$ cat src/rtl/rgb_pwm_sequencer.sv
// Multi-channel PWM LED sequencer with static, rotate and breathe modes.
// Breathe mode (level register and multiplier) is built only when RGB_PWM_BREATHE_EN is defined.
module rgb_pwm_sequencer #(
  parameter int CHANNELS      = 3,
  parameter int PWM_BITS      = 8,
  parameter int PRESCALE_BITS = 16,
  localparam int CH_BITS      = (CHANNELS > 1) ? $clog2(CHANNELS) : 1
) (
  input  logic                         clock,
  input  logic                         reset,
  input  logic                         enable,
  input  logic [1:0]                   mode,
  input  logic [CHANNELS*PWM_BITS-1:0] duty_in,
  input  logic [PRESCALE_BITS-1:0]     step_div,
  output logic [CHANNELS-1:0]          pwm_out,
  output logic [CH_BITS-1:0]           active_ch,
  output logic [PWM_BITS-1:0]          level
);

  typedef enum logic [1:0] {
    MODE_OFF     = 2'd0,
    MODE_STATIC  = 2'd1,
    MODE_ROTATE  = 2'd2,
    MODE_BREATHE = 2'd3
  } mode_t;

  logic [PWM_BITS-1:0]                cnt_q;
  logic [PRESCALE_BITS-1:0]           presc_q;
  logic [CHANNELS-1:0][PWM_BITS-1:0]  eff_q;
  logic [CHANNELS-1:0][PWM_BITS-1:0]  eff_d;
  logic [CHANNELS-1:0]                cmp;
  logic [CHANNELS-1:0]                pwm_q;

  mode_t               mode_q, mode_d;
  logic [CH_BITS-1:0]  active_q, active_d;

  logic boundary;
  logic tick;
  logic mode_changed;

  assign boundary     = enable && (cnt_q == '1);
  assign tick         = enable && (presc_q >= step_div);
  assign mode_changed = boundary && (mode != mode_q);

`ifdef RGB_PWM_BREATHE_EN
  typedef enum logic {
    DIR_UP   = 1'b0,
    DIR_DOWN = 1'b1
  } dir_t;

  dir_t                dir_q, dir_d;
  logic [PWM_BITS-1:0] level_q, level_d;

  function automatic logic [PWM_BITS-1:0] breathe_scale(input logic [PWM_BITS-1:0] duty,
                                                        input logic [PWM_BITS-1:0] lvl);
    logic [2*PWM_BITS-1:0] prod;
    prod = {{PWM_BITS{1'b0}}, duty} * {{PWM_BITS{1'b0}}, lvl};
    return prod[2*PWM_BITS-1:PWM_BITS];
  endfunction

  assign level = level_q;
`else
  assign level = '0;
`endif

  // Sequencing state register: latched mode, rotate pointer, breathe level/direction
  always_ff @(posedge clock or posedge reset) begin
    if (reset) begin
      mode_q   <= MODE_OFF;
      active_q <= '0;
`ifdef RGB_PWM_BREATHE_EN
      level_q  <= '0;
      dir_q    <= DIR_UP;
`endif
    end else begin
      mode_q   <= mode_d;
      active_q <= active_d;
`ifdef RGB_PWM_BREATHE_EN
      level_q  <= level_d;
      dir_q    <= dir_d;
`endif
    end
  end

  // A mode change at a boundary restarts the sequence and overrides any same-cycle tick
  always_comb begin
    mode_d   = mode_q;
    active_d = active_q;
`ifdef RGB_PWM_BREATHE_EN
    level_d  = level_q;
    dir_d    = dir_q;
`endif
    if (boundary) begin
      mode_d = mode_t'(mode);
    end
    if (mode_changed) begin
      active_d = '0;
`ifdef RGB_PWM_BREATHE_EN
      level_d  = '0;
      dir_d    = DIR_UP;
`endif
    end else if (tick) begin
      case (mode_q)
        MODE_ROTATE: begin
          if (active_q == CH_BITS'(CHANNELS - 1)) begin
            active_d = '0;
          end else begin
            active_d = active_q + 1'b1;
          end
        end
`ifdef RGB_PWM_BREATHE_EN
        // The turning tick already steps in the new direction, so peaks are held one tick
        MODE_BREATHE: begin
          if (dir_q == DIR_UP) begin
            if (level_q == '1) begin
              dir_d   = DIR_DOWN;
              level_d = level_q - 1'b1;
            end else begin
              level_d = level_q + 1'b1;
            end
          end else begin
            if (level_q == '0) begin
              dir_d   = DIR_UP;
              level_d = level_q + 1'b1;
            end else begin
              level_d = level_q - 1'b1;
            end
          end
        end
`endif
        default: begin
        end
      endcase
    end
  end

  // Effective duties use the incoming mode but the pre-tick rotate pointer and level
  always_comb begin
    eff_d = '0;
    for (int c = 0; c < CHANNELS; c++) begin
      case (mode_t'(mode))
        MODE_OFF:    eff_d[c] = '0;
        MODE_STATIC: eff_d[c] = duty_in[c*PWM_BITS +: PWM_BITS];
        MODE_ROTATE: eff_d[c] = (active_q == CH_BITS'(c)) ? duty_in[c*PWM_BITS +: PWM_BITS] : '0;
`ifdef RGB_PWM_BREATHE_EN
        MODE_BREATHE: eff_d[c] = breathe_scale(duty_in[c*PWM_BITS +: PWM_BITS], level_q);
`else
        MODE_BREATHE: eff_d[c] = duty_in[c*PWM_BITS +: PWM_BITS];
`endif
        default:     eff_d[c] = '0;
      endcase
    end
  end

  always_comb begin
    cmp = '0;
    for (int c = 0; c < CHANNELS; c++) begin
      cmp[c] = (cnt_q < eff_q[c]);
    end
  end

  // PWM counter, step prescaler, boundary duty latch and registered outputs
  always_ff @(posedge clock or posedge reset) begin
    if (reset) begin
      cnt_q   <= '0;
      presc_q <= '0;
      eff_q   <= '0;
      pwm_q   <= '0;
    end else begin
      pwm_q <= enable ? cmp : '0;
      if (enable) begin
        cnt_q   <= cnt_q + 1'b1;
        presc_q <= tick ? '0 : presc_q + 1'b1;
      end
      if (boundary) begin
        eff_q <= eff_d;
      end
    end
  end

  assign pwm_out   = pwm_q;
  assign active_ch = active_q;

endmodule
$ cat config.mk
export PLATFORM = sky130hd
export DESIGN_NAME = rgb_pwm_sequencer
export DESIGN_NICKNAME = d
export VERILOG_FILES = /design/src/rtl/rgb_pwm_sequencer.sv
export SDC_FILE = /design/constraint.sdc
export NUM_CORES = 1
export LEC_CHECK = 0
export ABC_CLOCK_PERIOD_IN_PS = 5300
export BUFFER_PORTS_ARGS = -buffer_cell sky130_fd_sc_hd__buf_4
export CAP_MARGIN = 20
export CORE_MARGIN = 3
export CORE_UTILIZATION = 30
export DETAILED_ROUTE_END_ITERATION = 6
export PLACE_DENSITY_LB_ADDON = 0.05
export SLEW_MARGIN = 20
export SYNTH_ARGS = -nofsm -noshare
export SYNTH_HDL_FRONTEND = slang
export SYNTH_SLANG_ARGS = --single-unit
$ cat constraint.sdc
create_clock -name clock -period 5.3 [get_ports clock]
set_clock_uncertainty 0.15 [all_clocks]
set_input_delay 0.795 -clock clock [delete_from_list [all_inputs] [get_ports clock]]
set_output_delay 0.795 -clock clock [all_outputs]
set_load 0.05 [all_outputs]
# --- Word-level counts from Yosys, hierarchy flattened ---
# Cells that the tools add are included.
word_totals:
  reg_bits: 55
  latchBits: 0
  mem_bits_rw: 0
  rom_bits: 0
  inputBits: 45
  output_inout_bits: 13
  wordCells: 44
  memories: 0
op_classes:
  add_sub_neg: 3
  n_mul: 0
  n_div: 0
  order_cmp: 4
  eq_ne: 8
  shifts: 0
  n_mux: 12
  n_bitwise: 0
  reduce_logical: 9
op_table:
  columns: ["operator", "n"]
  rows:
  - ["one-hot mux 8 bit (3 select lines)", 3]
  - ["< comparator 8 bit", 3]
  - ["2-to-1 mux 8 bit", 3]
  - ["adder 16 x 1 -> 16 bit, second input constant", 1]
  - [">= comparator 16 bit", 1]
  - ["2-to-1 mux 16 bit", 1]
  - ["adder 8 x 1 -> 8 bit, second input constant", 1]
  - ["== test 2 bit, second input constant", 4]
  - ["== test 8 bit, second input constant", 1]
  - ["2-to-1 mux 2 bit", 4]
  - ["== test 2 x 1 -> 1 bit, second input constant", 2]
  - ["zero test 2 bit", 2]
  - ["nonzero test 2 bit", 2]
  - ["logical AND 1 bit", 3]
  - ["2-to-1 mux 3 bit", 1]
  - ["adder 2 x 1 -> 2 bit, second input constant", 1]
  - ["!= test 2 bit", 1]
  - ["AND reduction 2 bit", 1]
  - ["OR reduction 2 bit", 1]

# --- Logic depth before layout (Yosys ltp) ---
# Gate-level depths: netlist of the first run.
depth:
  depth_word: 5
  depth_mapped: 9
  depth_no_buf: 8

# --- Worst setup path after synthesis of the first run ---
# No wires, ideal clock.
synth_timing:
  kind: "input to register"
  startpoint: "input step_div[13]"
  endpoint: "register active_q[0], in the netlist active_ch[0]"
  setup_time_ns: 0.066
  arrival_ns: 2.309
  required_ns: 5.084
  setup_slack_ns: 2.775
  cell_stages: 8
  n_path_buf: 0
  cell_sequence: "inv_1 ha_1 a21oi_2 nor2_1 a211oi_4 o21ai_2 or4b_1 nand2_1"
synth_via:
  elab_chain_len: 4
synth_rtl:
  columns: ["element", "line_no", "text"]
  rows:
  - ["start: declaration", "14", "input logic [PRESCALE_BITS-1:0] step_div,"]
  - [">= comparator 16 bit", "42", "assign tick = enable && (presc_q >= step_div);"]
  - ["logical AND 1 bit", "42", null]
  - ["nonzero test 2 bit (no line)", null, null]
  - ["AND reduction 2 bit (no line)", null, null]
  - ["end signal: assignment", "77", "active_q <= active_d;"]
  - ["end: declaration", "35", "logic [CH_BITS-1:0] active_q, active_d;"]
# Every way passes these cells.
# A chain may end at the register's enable or synchronous reset.

# --- Final worst setup path of the first run ---
layout_timing:
  startpoint: "input step_div[2]"
  endpoint: "register presc_q[5]"
layout_via:
  elab_chain_len: 3
layout_rtl:
  columns: ["element", "line_no", "text"]
  rows:
  - [">= comparator 16 bit", "42", null]
  - ["logical AND 1 bit", "42", null]
  - ["2-to-1 mux 16 bit", "173", "presc_q <= tick ? '0 : presc_q + 1'b1;"]
  - ["end signal: assignment", "173", null]
  - ["end: declaration", "28", "logic [PRESCALE_BITS-1:0] presc_q;"]
# Every way passes these cells.

==> impl_metrics.json, run 1 <==
{
  "areaGrowthSynthToFinish_pct": 18.9,
  "fin_hold_ws_ns": 0.332,
  "cap_violations": 0,
  "die-area_sq_um": 12700,
  "slew_headroom_pct": 43.7,
  "min-delay-start": "eff_q[8]$_DFFE_PP0P_",
  "gp_congestion": 0.740,
  "ant_nets": 0,
  "numCtsBuffers": 5,
  "synth_xor_area_share_pct": 4.89,
  "worstHoldPathType": "flip-flop to flip-flop",
  "swShare_pct": 34.5,
  "r2r_slack_ns": 2.75,
  "hold_depth": 2,
  "yosysUniqueCellTypes": 37,
  "start_kind": "input port",
  "htreeDepth": 2,
  "routed_wl_um": 7880,
  "io_buffers": 49,
  "synth_top_family_by_area": "simple AND/OR/NAND/NOR gates",
  "cts.sinks": 55,
  "min_to": "eff_q[8]$_DFFE_PP0P_",
  "syn_avg_cell_area_sq_um": 8.89,
  "drt_pre_antenna_iters": 4,
  "r2r-start": "presc_q[2]$_DFFE_PP0P_",
  "die_x_um": 113,
  "vias_per_cell": 4.65,
  "yosys.area_share.adder_pct": 14.3,
  "grt_pass1_wl_um": 13100,
  "power.leakage_uw": 0.00195,
  "period_minus_slack_ns": 2.62,
  "syn_area_sq_um": 3400,
  "wl_per_cell_um": 13.8,
  "crit_type": "input port to flip-flop",
  "pin_count": 58,
  "arrival_ns": 2.63,
  "fin_nets": 514,
  "synth_compound_area_share_pct": 13.0,
  "netlist_instances": 383,
  "diodes": 0,
  "die_h_um": 113,
  "grt_pass1_vias": 2673,
  "yosysTopAreaCellShare_pct": 40.4,
  "r2r_cells": 7,
  "worst_pin_slew_ns": 0.842,
  "ys_warn_count": 0,
  "power_frac_seq_pct": 44.0,
  "cp.required_ns": 5.31,
  "ctsResizeCount": 0,
  "start_util_pct": 31.0,
  "r2r_end": "presc_q[5]$_DFFE_PP0P_",
  "status": "finished, final reports clean",
  "fin_crit_sh_pct": 49.5,
  "synth_edf_count": 0,
  "synth_area_leaders": "dfrtp_1 (40%), ha_1 (14%), nand2_1 (6.9%)",
  "vias": 2648,
  "worstSkewPairLatency_ns": 0.29,
  "yosys-top-cells-count": "nand2_1 (63), dfrtp_1 (55), inv_1 (47)",
  "clockPowerShare_pct": 27.8,
  "yosys.area_share.simple_pct": 17.6,
  "cts-root-buf": "clkbuf_16",
  "yosysSeqAreaShare_pct": 40.4,
  "antenna_found_initial": 0,
  "postCtsSetupBuffers": 0,
  "finalMaxSlewViolations": 0,
  "dominantRegCellSynth": "dfrtp_1",
  "yosys.area.top_type": "dfrtp_1",
  "drtIter0Drc": 88,
  "synthMuxAreaShare_pct": 1.58,
  "grt_remaining_overflow": 0,
  "ir_drop_mv": 0.158,
  "p_comb_share_pct": 28.2,
  "ys_seq_elements": 55,
  "postCtsHoldBufs": 0,
  "hold_viol": 0,
  "cts_tree": "built",
  "fp-row-count": 38,
  "clk_path_buf_depth": 2,
  "final_layout_size_suffix_gt1_share_pct": 15.3,
  "timing.fmax_mhz": 381,
  "p_int_uw": 878,
  "place_hpwl_um": 5790,
  "power_density_nw_per_um2": 331,
  "grt_usage_pct": 12.8,
  "finalSetupViolations": 0,
  "end_kind": "flip-flop",
  "grt_setup_unrepaired": "no",
  "yosysMostFrequentCell": "nand2_1",
  "power.switching_uw": 462,
  "clkTransAtPathRegs_ns": 0.07,
  "final.setup.tns_ns": 0,
  "drc_errors": 0,
  "grt_start_max_net_pins": 56,
  "crit_fanout": 10,
  "async_flop_share_pct": 100,
  "core_area_sq_um": 11000
}
## kinds of logic after synthesis
group	count (synthesis)
fa+ha+maj	39
simple gates	129
other cells	1
buf+inv	65
xor+xnor	19
flops	55
mux	5
compound gates	70
## critical path, cell delays in order
cell and delay, ns:
buf_4 0.08, inv_1 0.03, ha_1 0.28, nand2_1 0.05, o21ai_0 0.33, a31oi_1 0.18, a21o_1 0.30, a21oi_2 0.47
nor2_1 0.11
## routing by layer
metal	vias to the layer above	track usage (%)	share of wire (%)
met5	-	0	0
met4	0	2.88	0.55
met3	2	2.43	3.4
met2	42	19.7	44
met1	1221	18.6	52
li1	1383	-	-
## power by group through the flow
stage | clock, uW | combinational (uW) | sequential, uW
finish | 372 | 378 | 590
floorplan | 0 | 260 | 578
global placement | 0 | 373 | 601
detailed placement | 0 | 380 | 600
CTS | 389 | 384 | 592
global route | 403 | 443 | 600
## cell usage in the layout (no fill, tap or decap), drive strengths merged
cell    synthesis  final
nand2          63     63
dfrtp          55     55
buf            10     51
inv            47     47
ha             39     39
o21ai          35     35
nor2           19     19
nand3          12     12
xor2           12     12
nand4          10     10
a21o            8      8
conb            1      8
and3            7      7
xnor2           7      7
clkbuf          8      6
a21oi           6      6
a31oi           5      5
a211oi          5      5
nand2b          4      4
nor3            3      3
o22ai           3      3
mux2            3      3
nor4            3      3
or4             3      3
o311ai          3      3
o21bai          2      2
mux2i           2      2
or4b            2      2
o211ai          2      2
nor2b           1      1
and4            1      1
nand3b          1      1
a31o            1      1
bufinv          0      1
## state kept, by name (all words and copies together), names as in the netlist
| register | cells |
|---|---|
| eff_q | 24 |
| active_ch | 2 |
| pwm_out | 3 |
| cnt_q | 8 |
| mode_q | 2 |
| presc_q | 16 |
## area by class of cell
class / instances / area [sq um]
Clock inverter: 1 / 30.0
Timing Repair Buffer: 51 / 383
Inverter: 47 / 176
Multi-Input combinational cell: 270 / 1780
Sequential cell: 55 / 1380
Fill cell: 1128 / 6940
Clock buffer: 6 / 129
Tap cell: 140 / 175
## metrics by stage
| step | util, % | setup WS (ns) | instance area [sq um] | std cells | power [uW] |
|---|---|---|---|---|---|
| after floorplan | - | 2.78 | 3430 | 390 | 838 |
| after global placement | 35.4 | 2.41 | 3890 | 563 | 974 |
| after detailed placement | 35.4 | 2.37 | 3890 | 563 | 980 |
| after CTS | 36.9 | 2.68 | 4050 | 570 | 1360 |
| after global routing | 36.9 | 2.58 | 4050 | 570 | 1450 |
| final | 36.9 | 2.68 | 4050 | 570 | 1340 |
## worst max path at each step
stage | startpoint | end | slack (ns) | depth (start not counted)
after global placement | step_div[2] | presc_q[9]$_DFFE_PP0P_ | 2.41 | 9
after floorplan | step_div[13] | active_ch[0]$_DFFE_PP0P_ | 2.78 | 8
after global routing | step_div[2] | presc_q[12]$_DFFE_PP0P_ | 2.58 | 9
final | step_div[2] | presc_q[5]$_DFFE_PP0P_ | 2.68 | 9
after detailed placement | step_div[2] | presc_q[7]$_DFFE_PP0P_ | 2.37 | 9
after CTS | step_div[2] | presc_q[5]$_DFFE_PP0P_ | 2.68 | 9
Note: power is estimated with default switching activity, not from simulation.
==> run 2: changes to the inputs <==
--- a/config.mk
+++ b/config.mk
@@ -5,7 +5,7 @@
 export SDC_FILE = /design/constraint.sdc
 export NUM_CORES = 1
 export LEC_CHECK = 0
-export ABC_CLOCK_PERIOD_IN_PS = 5300
+export ABC_CLOCK_PERIOD_IN_PS = 2200
 export BUFFER_PORTS_ARGS = -buffer_cell sky130_fd_sc_hd__buf_4
 export CAP_MARGIN = 20
 export CORE_MARGIN = 3
==> constraint.sdc (replaced) <==
create_clock -name clock -period 2.2 [get_ports clock]
set_clock_uncertainty 0.15 [all_clocks]
set_input_delay 0.33 -clock clock [delete_from_list [all_inputs] [get_ports clock]]
set_output_delay 0.33 -clock clock [all_outputs]
set_load 0.05 [all_outputs]
==> run 2 against run 1 <==
  * Via count increased by 4.1%
  * Final cell count increased by 6.0%
  * Sequential cell count unchanged
  * Cell area increased by 9.1%
  * Critical endpoint is now active_ch[1]$_DFFE_PP0P_
  * Largest cell class unchanged
  * Highest routed layer unchanged
==> impl_metrics.json, run 2 (same netlist as run 1, synthesis figures left out) <==
{
  "crit_family": "simple AND/OR/NAND/NOR gates",
  "place_hpwl_um": 6030,
  "end_kind": "flip-flop",
  "largest_registers": "eff_q x24, presc_q x16, cnt_q x8",
  "status": "finished, final reports clean",
  "min-delay-start": "duty_in[17]",
  "cap_violations": 0,
  "dpl.cell_count": 590,
  "slowest_stage": "or4b_1",
  "grt_pass1_vias": 2731,
  "layout_common_cells": "buf_4 (81), nand2_1 (63), dfrtp_1 (55), inv_1 (46), ha_1 (35)",
  "path_buf_inv": 1,
  "fillers": 1118,
  "timing.fmax_mhz": 484,
  "antenna_found_initial": 0,
  "r2r-start": "presc_q[9]$_DFFE_PP0P_",
  "pre_cts_ws_ns": -0.00244,
  "path_cells": "ha_1 > a21oi_1 > o21ai_1 > buf_4 > a31oi_4 > nor3_4 > or4b_1 > nand2_1",
  "finalSetupViolations": 0,
  "cts-root-buf": "clkbuf_16",
  "grt_pass1_wl_um": 13400,
  "die-area_sq_um": 12700,
  "pin_count": 58,
  "ant_nets": 0,
  "fp-row-count": 38,
  "grt_usage_pct": 13.1,
  "slew_headroom_pct": 56.3,
  "utilization_pct": 40.2,
  "drt_pre_antenna_iters": 4,
  "final_layout_size_suffix_gt1_share_pct": 24.1,
  "arrival_ns": 2.15,
  "grt_remaining_overflow": 0,
  "period_minus_slack_ns": 2.07,
  "hold_depth": 3,
  "core_area_sq_um": 11000,
  "routed_wl_um": 8090,
  "worst_pin_slew_ns": 0.654,
  "die_h_um": 113,
  "areaGrowthSynthToFinish_pct": 29.7,
  "wl_per_cell_um": 13.4,
  "slowest_delay_ns": 0.52,
  "crit_cells": 8,
  "min_to": "eff_q[17]$_DFFE_PP0P_",
  "grt_start_max_net_pins": 56,
  "cts.sinks": 55,
  "clk_path_buf_depth": 2,
  "finalMaxSlewViolations": 0,
  "ir_drop_mv": 0.365,
  "fin_crit_sh_pct": 93.9,
  "power_density_nw_per_um2": 762,
  "worstHoldPathType": "input port to flip-flop",
  "vias": 2756,
  "largest-register": "eff_q",
  "clkTransAtPathRegs_ns": 0.07,
  "drtIter0Drc": 91,
  "cts_tree": "built",
  "power.leakage_uw": 0.00213,
  "io_buffers": 49,
  "vias_per_cell": 4.56,
  "start_util_pct": 31.0,
  "hold_viol": 0,
  "largest_register_ff_count": 24,
  "p_total_uw": 3370,
  "r2r_slack_ns": 0.13,
  "r2r_cells": 8,
  "crit_fanout": 3,
  "htreeDepth": 2,
  "gp_congestion": 0.757,
  "cp.required_ns": 2.28,
  "fin_nets": 547,
  "start_kind": "flip-flop",
  "numCtsBuffers": 5,
  "setup_ws_ns": 0.133,
  "drc_errors": 0,
  "worstSkewPairLatency_ns": 0.29,
  "die_x_um": 113,
  "r2r_end": "active_ch[1]$_DFFE_PP0P_",
  "crit_type": "flip-flop to flip-flop",
  "layout.cells.non_filler": 604,
  "final_common_cell": "buf_4",
  "diodes": 0
}
run 2: cell types whose count changed in the layout (fill, tap and decap cells not counted), sizes merged:
| cell | before | now |
|---|---|---|
| buf | 51 | 83 |
| clkbuf | 6 | 7 |
| dlygate4sd3 | 0 | 1 |
| bufinv | 1 | 0 |
| clkinv | 0 | 1 |
run 2: worst max-delay path by stage:
stage                                 start                       end  slack, ns
floorplan           presc_q[13]$_DFFE_PP0P_  active_ch[0]$_DFFE_PP0P_       0.11
global placement                step_div[2]   presc_q[11]$_DFFE_PP0P_       0.03
detailed placement             step_div[11]    presc_q[0]$_DFFE_PP0P_     -0.002
CTS                 presc_q[11]$_DFFE_PP0P_    presc_q[0]$_DFFE_PP0P_       0.03
global route         presc_q[7]$_DFFE_PP0P_    presc_q[8]$_DFFE_PP0P_      -0.01
finish               presc_q[9]$_DFFE_PP0P_  active_ch[1]$_DFFE_PP0P_       0.13
run 2: timing repair:
action / in CTS / in global routing
buffers inserted: 0 / 5
resized for setup: 0 / 20
setup endpoints to repair: 0 / 16
hold buffers: 1 / 0
hold endpoints to repair: 55 / 0
run 2: area by class of cell:
type	count	area [sq um]	area share [%]
multi-input cells	270	1890	42.7
well taps	140	175	3.97
inverters	47	176	4.00
clock buffers	7	143	3.23
flip-flops and latches	55	1380	31.2
repair buffers	84	649	14.7
clock inverters	1	8.76	0.198
run 2: stage by stage:
| step | hold WS (ns) | cell area (sq um) | setup TNS (ns) |
|---|---|---|---|
| 3_5_place_dp | 0.274 | 4100 | -0.00244 |
| 2_1_floorplan | 0.300 | 3430 | 0 |
| 6_report | 0.129 | 4420 | 0 |
| 5_1_grt | 0.126 | 4420 | -0.0101 |
| 3_3_place_gp | 0.272 | 4100 | 0 |
| 4_1_cts | 0.124 | 4270 | 0 |
run 2: worst min-delay path, stage by stage:
cell,delay [ns]
buf_4,0.11
nand2_1,0.04
o21ai_0,0.06
run 2: metal layers:
| layer | vias to the layer above | wire, um | global-route usage, % |
|---|---|---|---|
| li1 | 1447 | - | - |
| met1 | 1265 | 4120 | 18.9 |
| met2 | 37 | 3670 | 20.6 |
| met3 | 7 | 195 | 1.67 |
| met4 | 0 | 98 | 3.93 |
| met5 | - | 0 | 0 |
run 2: power by group:
group / switching (uW) / internal (uW)
clock: 362 / 457
combinational: 654 / 592
sequential: 144 / 1160
